`config.mk`:
```
export PLATFORM = sky130hd
export DESIGN_NAME = burst_slave_read
export DESIGN_NICKNAME = d
export VERILOG_FILES = /design/src/rtl/burst_slave_pkg.sv /design/src/rtl/burst_slave_rd_mem.sv /design/src/rtl/burst_slave_read.sv
export SDC_FILE = /design/constraint.sdc
export NUM_CORES = 1
export LEC_CHECK = 0
export ABC_AREA = 1
export ABC_CLOCK_PERIOD_IN_PS = 3500
export CAP_MARGIN = 10
export CORE_MARGIN = 4
export CORE_UTILIZATION = 47
export CTS_BUF_LIST = sky130_fd_sc_hd__clkbuf_8
export DETAILED_ROUTE_END_ITERATION = 16
export GPL_TIMING_DRIVEN = 0
export HOLD_SLACK_MARGIN = 0.15
export PLACE_DENSITY_LB_ADDON = 0.05
export SLEW_MARGIN = 20
export SYNTH_ARGS = -nofsm -noshare
export SYNTH_HDL_FRONTEND = slang
export SYNTH_SLANG_ARGS = --single-unit
export TNS_END_PERCENT = 30
```
`constraint.sdc`:
```
create_clock -name clk_i -period 3.5 [get_ports clk_i]
set_clock_uncertainty 0.1 [all_clocks]
set_input_delay 0.7 -clock clk_i [delete_from_list [all_inputs] [get_ports clk_i]]
set_output_delay 0.7 -clock clk_i [all_outputs]
set_load 0.1 [all_outputs]
```
`src/rtl/burst_slave_pkg.sv`:
```
// rtl/burst_slave_pkg.sv - shared types and helpers for the burst read slave
//   state_t      : FSM states IDLE, BURST, DRAIN
//   IDXW         : memory index width for the default depth
//   lane_byte()  : returns a byte or zero depending on its byte-enable bit
package burst_slave_pkg;

    typedef enum logic [1:0] {
        IDLE  = 2'd0,
        BURST = 2'd1,
        DRAIN = 2'd2
    } state_t;

    localparam int DEFAULT_DEPTH = 16;
    localparam int IDXW          = $clog2(DEFAULT_DEPTH);

    function automatic logic [7:0] lane_byte(input logic en, input logic [7:0] b);
        return en ? b : 8'h00;
    endfunction

endpackage

```
`src/rtl/burst_slave_rd_mem.sv`:
```
// rtl/burst_slave_rd_mem.sv - DEPTH x DW memory, sync read-first port, load port, sync clear
//   clk_i, rst_i        : clock, synchronous active-high clear of array and read register
//   rd_en, rd_idx       : registered read; rd_data updates the edge after rd_en is sampled
//   ld_we, ld_addr, ld_data : full-word write port
module burst_slave_rd_mem #(
    parameter int DW    = 32,
    parameter int DEPTH = 16
) (
    input  logic                     clk_i,
    input  logic                     rst_i,
    input  logic                     rd_en,
    input  logic [$clog2(DEPTH)-1:0] rd_idx,
    output logic [DW-1:0]            rd_data,
    input  logic                     ld_we,
    input  logic [$clog2(DEPTH)-1:0] ld_addr,
    input  logic [DW-1:0]            ld_data
);

    logic [DW-1:0] mem [DEPTH];

    // Read and write in the same edge: the nonblocking read samples the old word.
    always_ff @(posedge clk_i) begin
        if (rst_i) begin
            for (int i = 0; i < DEPTH; i++) begin
                mem[i] <= '0;
            end
            rd_data <= '0;
        end else begin
            if (rd_en) begin
                rd_data <= mem[rd_idx];
            end
            if (ld_we) begin
                mem[ld_addr] <= ld_data;
            end
        end
    end

endmodule

```
`src/rtl/burst_slave_read.sv`:
```
// rtl/burst_slave_read.sv - Avalon-MM burst read slave over a local preloadable memory
//   Option macro: BURST_SLAVE_RD_OUTREG_EN adds one output register stage (one cycle more latency).
//   clk_i, rst_i                    : clock, synchronous active-high reset
//   avms_address/burstcount/read/byteenable : burst command (accepted when waitrequest low)
//   avms_readdata, avms_readdatavalid        : one beat per cycle, data zero when not valid
//   avms_waitrequest                          : high whenever the FSM is not IDLE
//   ld_we, ld_addr, ld_data                   : local memory load port
import burst_slave_pkg::*;

module burst_slave_read #(
    parameter int DW              = 32,
    parameter int AW              = 16,
    parameter int BURSTCOUNTWIDTH = 4,
    parameter int BYTEENABLEWIDTH = 4,
    parameter int DEPTH           = DEFAULT_DEPTH
) (
    input  logic                       clk_i,
    input  logic                       rst_i,
    input  logic [AW-1:0]              avms_address,
    input  logic [BURSTCOUNTWIDTH-1:0] avms_burstcount,
    input  logic                       avms_read,
    input  logic [BYTEENABLEWIDTH-1:0] avms_byteenable,
    output logic [DW-1:0]              avms_readdata,
    output logic                       avms_readdatavalid,
    output logic                       avms_waitrequest,
    input  logic                       ld_we,
    input  logic [$clog2(DEPTH)-1:0]   ld_addr,
    input  logic [DW-1:0]              ld_data
);

    localparam int IW = $clog2(DEPTH);
    localparam int CW = BURSTCOUNTWIDTH + 1;

`ifdef BURST_SLAVE_RD_OUTREG_EN
    localparam logic DRAIN_EXTRA = 1'b1;
`else
    localparam logic DRAIN_EXTRA = 1'b0;
`endif

    state_t                     state_q;
    logic [IW-1:0]              addr_q;
    logic [CW-1:0]              beats_left_q;
    logic [BYTEENABLEWIDTH-1:0] be_q;
    logic                       drain_q;
    logic                       v1_q;
    logic [DW-1:0]              rd_data;
    logic [DW-1:0]              masked;
    logic [CW-1:0]              n_beats;
    logic                       rd_en;

    // Upper address bits do not select memory; the index wraps modulo DEPTH.
    logic addr_hi_unused;
    assign addr_hi_unused = ^avms_address[AW-1:IW];

    assign n_beats = (avms_burstcount == '0) ? CW'(1) : CW'(avms_burstcount);
    assign rd_en   = (state_q == BURST);

    always_ff @(posedge clk_i) begin
        if (rst_i) begin
            state_q      <= IDLE;
            addr_q       <= '0;
            beats_left_q <= '0;
            be_q         <= '0;
            drain_q      <= 1'b0;
            v1_q         <= 1'b0;
        end else begin
            v1_q <= rd_en;
            case (state_q)
                IDLE: begin
                    if (avms_read) begin
                        addr_q       <= avms_address[IW-1:0];
                        be_q         <= avms_byteenable;
                        beats_left_q <= n_beats;
                        state_q      <= BURST;
                    end
                end
                BURST: begin
                    addr_q       <= addr_q + 1'b1;
                    beats_left_q <= beats_left_q - 1'b1;
                    if (beats_left_q == CW'(1)) begin
                        state_q <= DRAIN;
                        drain_q <= DRAIN_EXTRA;
                    end
                end
                DRAIN: begin
                    // Hold off new commands until the last beat has left the output.
                    if (drain_q) begin
                        drain_q <= 1'b0;
                    end else begin
                        state_q <= IDLE;
                    end
                end
                default: state_q <= IDLE;
            endcase
        end
    end

    assign avms_waitrequest = (state_q != IDLE);

    burst_slave_rd_mem #(
        .DW    (DW),
        .DEPTH (DEPTH)
    ) u_mem (
        .clk_i   (clk_i),
        .rst_i   (rst_i),
        .rd_en   (rd_en),
        .rd_idx  (addr_q),
        .rd_data (rd_data),
        .ld_we   (ld_we),
        .ld_addr (ld_addr),
        .ld_data (ld_data)
    );

    for (genvar i = 0; i < BYTEENABLEWIDTH; i++) begin : g_lane
        assign masked[8*i +: 8] = lane_byte(be_q[i], rd_data[8*i +: 8]);
    end

`ifdef BURST_SLAVE_RD_OUTREG_EN
    logic [DW-1:0] rdata_q;
    logic          v2_q;

    always_ff @(posedge clk_i) begin
        if (rst_i) begin
            rdata_q <= '0;
            v2_q    <= 1'b0;
        end else begin
            rdata_q <= v1_q ? masked : '0;
            v2_q    <= v1_q;
        end
    end

    assign avms_readdata      = rdata_q;
    assign avms_readdatavalid = v2_q;
`else
    assign avms_readdata      = v1_q ? masked : '0;
    assign avms_readdatavalid = v1_q;
`endif

endmodule

```
==> results.md <==
- The number of port buffers is 84.
- The average cell area after synthesis is 9.44 µm².
- The largest net degree at the start of global routing is 33.
- The full die area is 0.0571 mm².
- The startpoint type of the worst setup path is a flop.
- For this design the static power due to leakage is 11.9 nW.
- For the worst setup path, the data arrival time is 2.61 ns.
- Once the clock tree was built, the setup fixing pass inserted 0 buffers.
- The worst max-slew margin expressed relative to the limit is 34.6%.
- Using the TritonRoute via totals, the vias-per-cell ratio works out to 5.50.
- Dividing the detail-routed wire length by the instance count gives 22.1 µm.
- The most used standard cell by instance count after synthesis is sky130_fd_sc_hd__nand2_1.
- Among all flip-flop cells after synthesis, the most frequent one is sky130_fd_sc_hd__edfxtp_1.
- The maximum level of the CTS H-tree is 3.
- Clock tree synthesis found a total of 560 sinks.
- The slowest stage of the critical path is the sky130_fd_sc_hd__clkdlybuf4s50_1 cell.
- The first global-routing pass estimated 118 mm of wire.
- Cells fill 54.7% of the core in the end.
- The number of DRC markers after the initial detailed-route iteration is 2120.
- For this run, asynchronously set or reset flops after synthesis account for 0%.
- After layout, the worst path uses 97.6% of the clock period.
- The summed instance area of the synthesized netlist is 0.0251 mm².
- Once the floorplan was initialized, standard cells occupied 47.6% of the core.
- For the pin with the worst max-slew slack, the measured transition is 0.980 ns.
- The worst supply voltage drop on vdd is 0.285 mV.
- Clock latency on the worst-skew pair, taken at its later pin, is 0.69 ns.
- Traced cell by cell, the critical path runs through inv_1 -> nor3_1 -> clkdlybuf4s50_1.
- The count of filler cells inserted in the layout is 4837.
- By area the synthesized netlist is led by sky130_fd_sc_hd__edfxtp_1, sky130_fd_sc_hd__nand2_1, sky130_fd_sc_hd__nand3_1.
- The cell area after placement is 0.0271 mm².
- The initialized floorplan defines 84 standard-cell rows.
- The sum of overflow across all layers after global routing is 0.
- The final design instance area without fill is 0.0288 mm².
- The placer congestion estimate is 0.885.
- The number of flops mapped to enable cells by yosys is 512.
- Measured along the x axis, the die boundary spans 239 µm.
- The number of slew-limit violations in the final report is 0.
- The initial antenna violation count is 1.
- The synthesized design contains 560 register bits.
- In this run the power density over the cells is 567 mW/mm².
- The number of warning messages in the yosys log is 0.
- At the end of the flow, the number of nets in the layout was 2918.
- The cell count after placement is 3441.
- The count of placed standard cells in the final layout, fillers left out is 3615.
- The largest total area in the synthesized netlist belongs to sky130_fd_sc_hd__edfxtp_1.
- After detailed routing, the number of remaining DRC violations is 0.
- The cell depth of the worst min-delay path is 2.
- The core region is 0.0527 mm².
- In this run the remaining antenna-violating nets after routing total 0.
- Setup repair after global routing left no endpoint under its margin.
- The number of optimization iterations in the first detailed-route pass is 6.
- The total nets after synthesis is 2724.
- The startpoint-to-endpoint class of the critical path is flop to primary output.
- The cell sitting at the root of the clock tree is a sky130_fd_sc_hd__clkbuf_8.
- The die is 239 µm tall.
- The path class of the tightest hold or removal check is primary input to flop.
- The run finished with clean final reports.
- The final layout contains routed wiring with a total length of 79.9 mm.
- In the global route stage, overall resource usage came out at 27.8%.
- Counting the buffers created by CTS gives 96.
- STA puts the critical path data required time at 2.70 ns.
- The post-synthesis cell count is 2657.
- Of the cells placed in the final design, the portion with a size suffix greater than 1 is 8.92%.
- During I/O placement, the number of pins put on the boundary was 98.
- The number of different library cells used by synthesis comes to 22.
- Relative to the synthesized area, the layout overhead comes to 14.9%.
- The clock transition at the register clock pins on the worst setup and hold paths after CTS is 0.06 ns.
- The maximum net fanout on the critical path is 8.
- The number of global-route vias before repair is 19100.
- Sequential elements use 65.1% of the synthesized area.
- The final HPWL from detailed placement is 57.7 mm.
- The count of hold-fix buffers inserted at cts is 0.
- TritonCTS built the clock tree.
- The number of endpoints with negative hold slack in the final report was 0.
- The tool flagged a number of max-cap violations equal to 0.
- The worst setup path is captured at a primary output.
- No sink is reached through more buffers than the 3 on the longest clock path.
- For this run, the top clock speed supported by timing is 0.293 GHz.
- The worst path needs 3.41 ns of the cycle, external delays included.
- Setup violations remaining at the end of the flow were counted as 0.
- The cell count of the worst reg-to-reg path is 10.
- On the worst path, the slowest cell contributes a delay of 1.16 ns.
- The fraction of synthesized cell area taken by the top area cell type is 61.3%.
- After synthesis, the most frequently instantiated cells are sky130_fd_sc_hd__nand2_1, sky130_fd_sc_hd__nor2_1, sky130_fd_sc_hd__edfxtp_1.
- The number of vias after detailed routing is 19900.
[cells by family (layout without fill, tap and decap cells)]
kind of cell / Yosys count / after routing / synth area share [%]
other: 0 / 1 / 0
adder cells (fa/ha/maj): 3 / 3 / 0.150
buffers and inverters: 322 / 591 / 5.57
AND/OR/NAND/NOR: 1716 / 1716 / 27.9
flip-flops: 560 / 560 / 65.1
XOR/XNOR: 1 / 1 / 0.0349
AO/OA/AOI/OAI: 55 / 55 / 1.18
[power breakdown]
part	switching, mW	leakage [nW]	internal (mW)
sequential	0.123	5.28	7.73
clock	2.67	0.998	2.74
combinational	2.26	5.64	0.807
[final timing paths]
check                     startpoint            endpoint  slack (ns)
setup / recovery  avms_readdatavalid    avms_readdata[2]        0.09
hold / removal                 rst_i  avms_readdatavalid        0.27
setup reg to reg           addr_q[1]    u_mem.rd_data[2]        0.68
hold reg to reg      beats_left_q[4]     beats_left_q[4]        0.37
[critical path, delay by kind of cell, from the launching register on]
kind,cells,cell delay [ns]
buf+inv,2,1.33
flops,1,0.45
simple gates,1,0.17
[metrics by stage]
step	worst slack (ns)	total power, mW	TNS [ns]	hold WS (ns)
finish	0.0857	16.3	0	0.267
global route	0.00241	17.0	0	0.267
CTS	0.00948	16.4	0	0.228
detailed placement	0.0471	11.0	0	0.360
global placement	-0.680	10.9	-212.81	0.354
floorplan	-0.657	9.78	-5.26	0.345
[layer usage]
metal	vias to the layer above	track usage (%)	share of wire, %
met5	-	0	0
met4	0	10.9	3.9
met3	163	4.50	8.2
met2	943	45.8	47
met1	9601	37.1	41
li1	9175	-	-
[final cells by class]
type                            instances  area [µm²]  share of cell area (%)
Antenna cell                            1        2.50                 0.00869
Buffer                                201         942                    3.27
Clock buffer                          102        1400                    4.87
Clock inverter                         71         310                    1.08
Inverter                              121         454                    1.58
Multi-Input combinational cell       1775        7390                    25.7
Sequential cell                       560       16300                    56.7
Tap cell                              688         861                    2.99
Timing Repair Buffer                   96        1110                    3.85
[cells in the final DEF (no fill, tap or decap), types with 13 or more instances in the layout]
cell,netlist,routed
sky130_fd_sc_hd__a21oi_1,39,39
sky130_fd_sc_hd__buf_1,13,13
sky130_fd_sc_hd__edfxtp_1,512,512
sky130_fd_sc_hd__clkbuf_1,70,70
sky130_fd_sc_hd__buf_2,102,102
sky130_fd_sc_hd__buf_4,16,16
sky130_fd_sc_hd__clkbuf_8,0,102
sky130_fd_sc_hd__dlygate4sd2_1,0,16
sky130_fd_sc_hd__clkdlybuf4s50_1,0,58
sky130_fd_sc_hd__inv_1,116,151
sky130_fd_sc_hd__nand2_2,0,16
sky130_fd_sc_hd__nor2_1,552,552
sky130_fd_sc_hd__nand3_1,433,433
sky130_fd_sc_hd__nand2_1,719,703
sky130_fd_sc_hd__dfxtp_1,48,48
sky130_fd_sc_hd__clkinv_1,2,30
[sequential cells by signal, indices dropped and copies added, names as in the netlist]
| signal | flops |
|---|---|
| u_mem.mem | 512 |
| u_mem.rd_data | 32 |
| beats_left_q | 5 |
| addr_q | 4 |
| be_q | 4 |
| state_q | 2 |
| avms_readdatavalid | 1 |
[what timing repair did]
item / in CTS / in global routing
endpoints found under the setup margin: 16 / 10
hold endpoints to repair: 0 / 0
gates resized for setup: 16 / 10
Note: power is estimated with default switching activity, not from simulation.
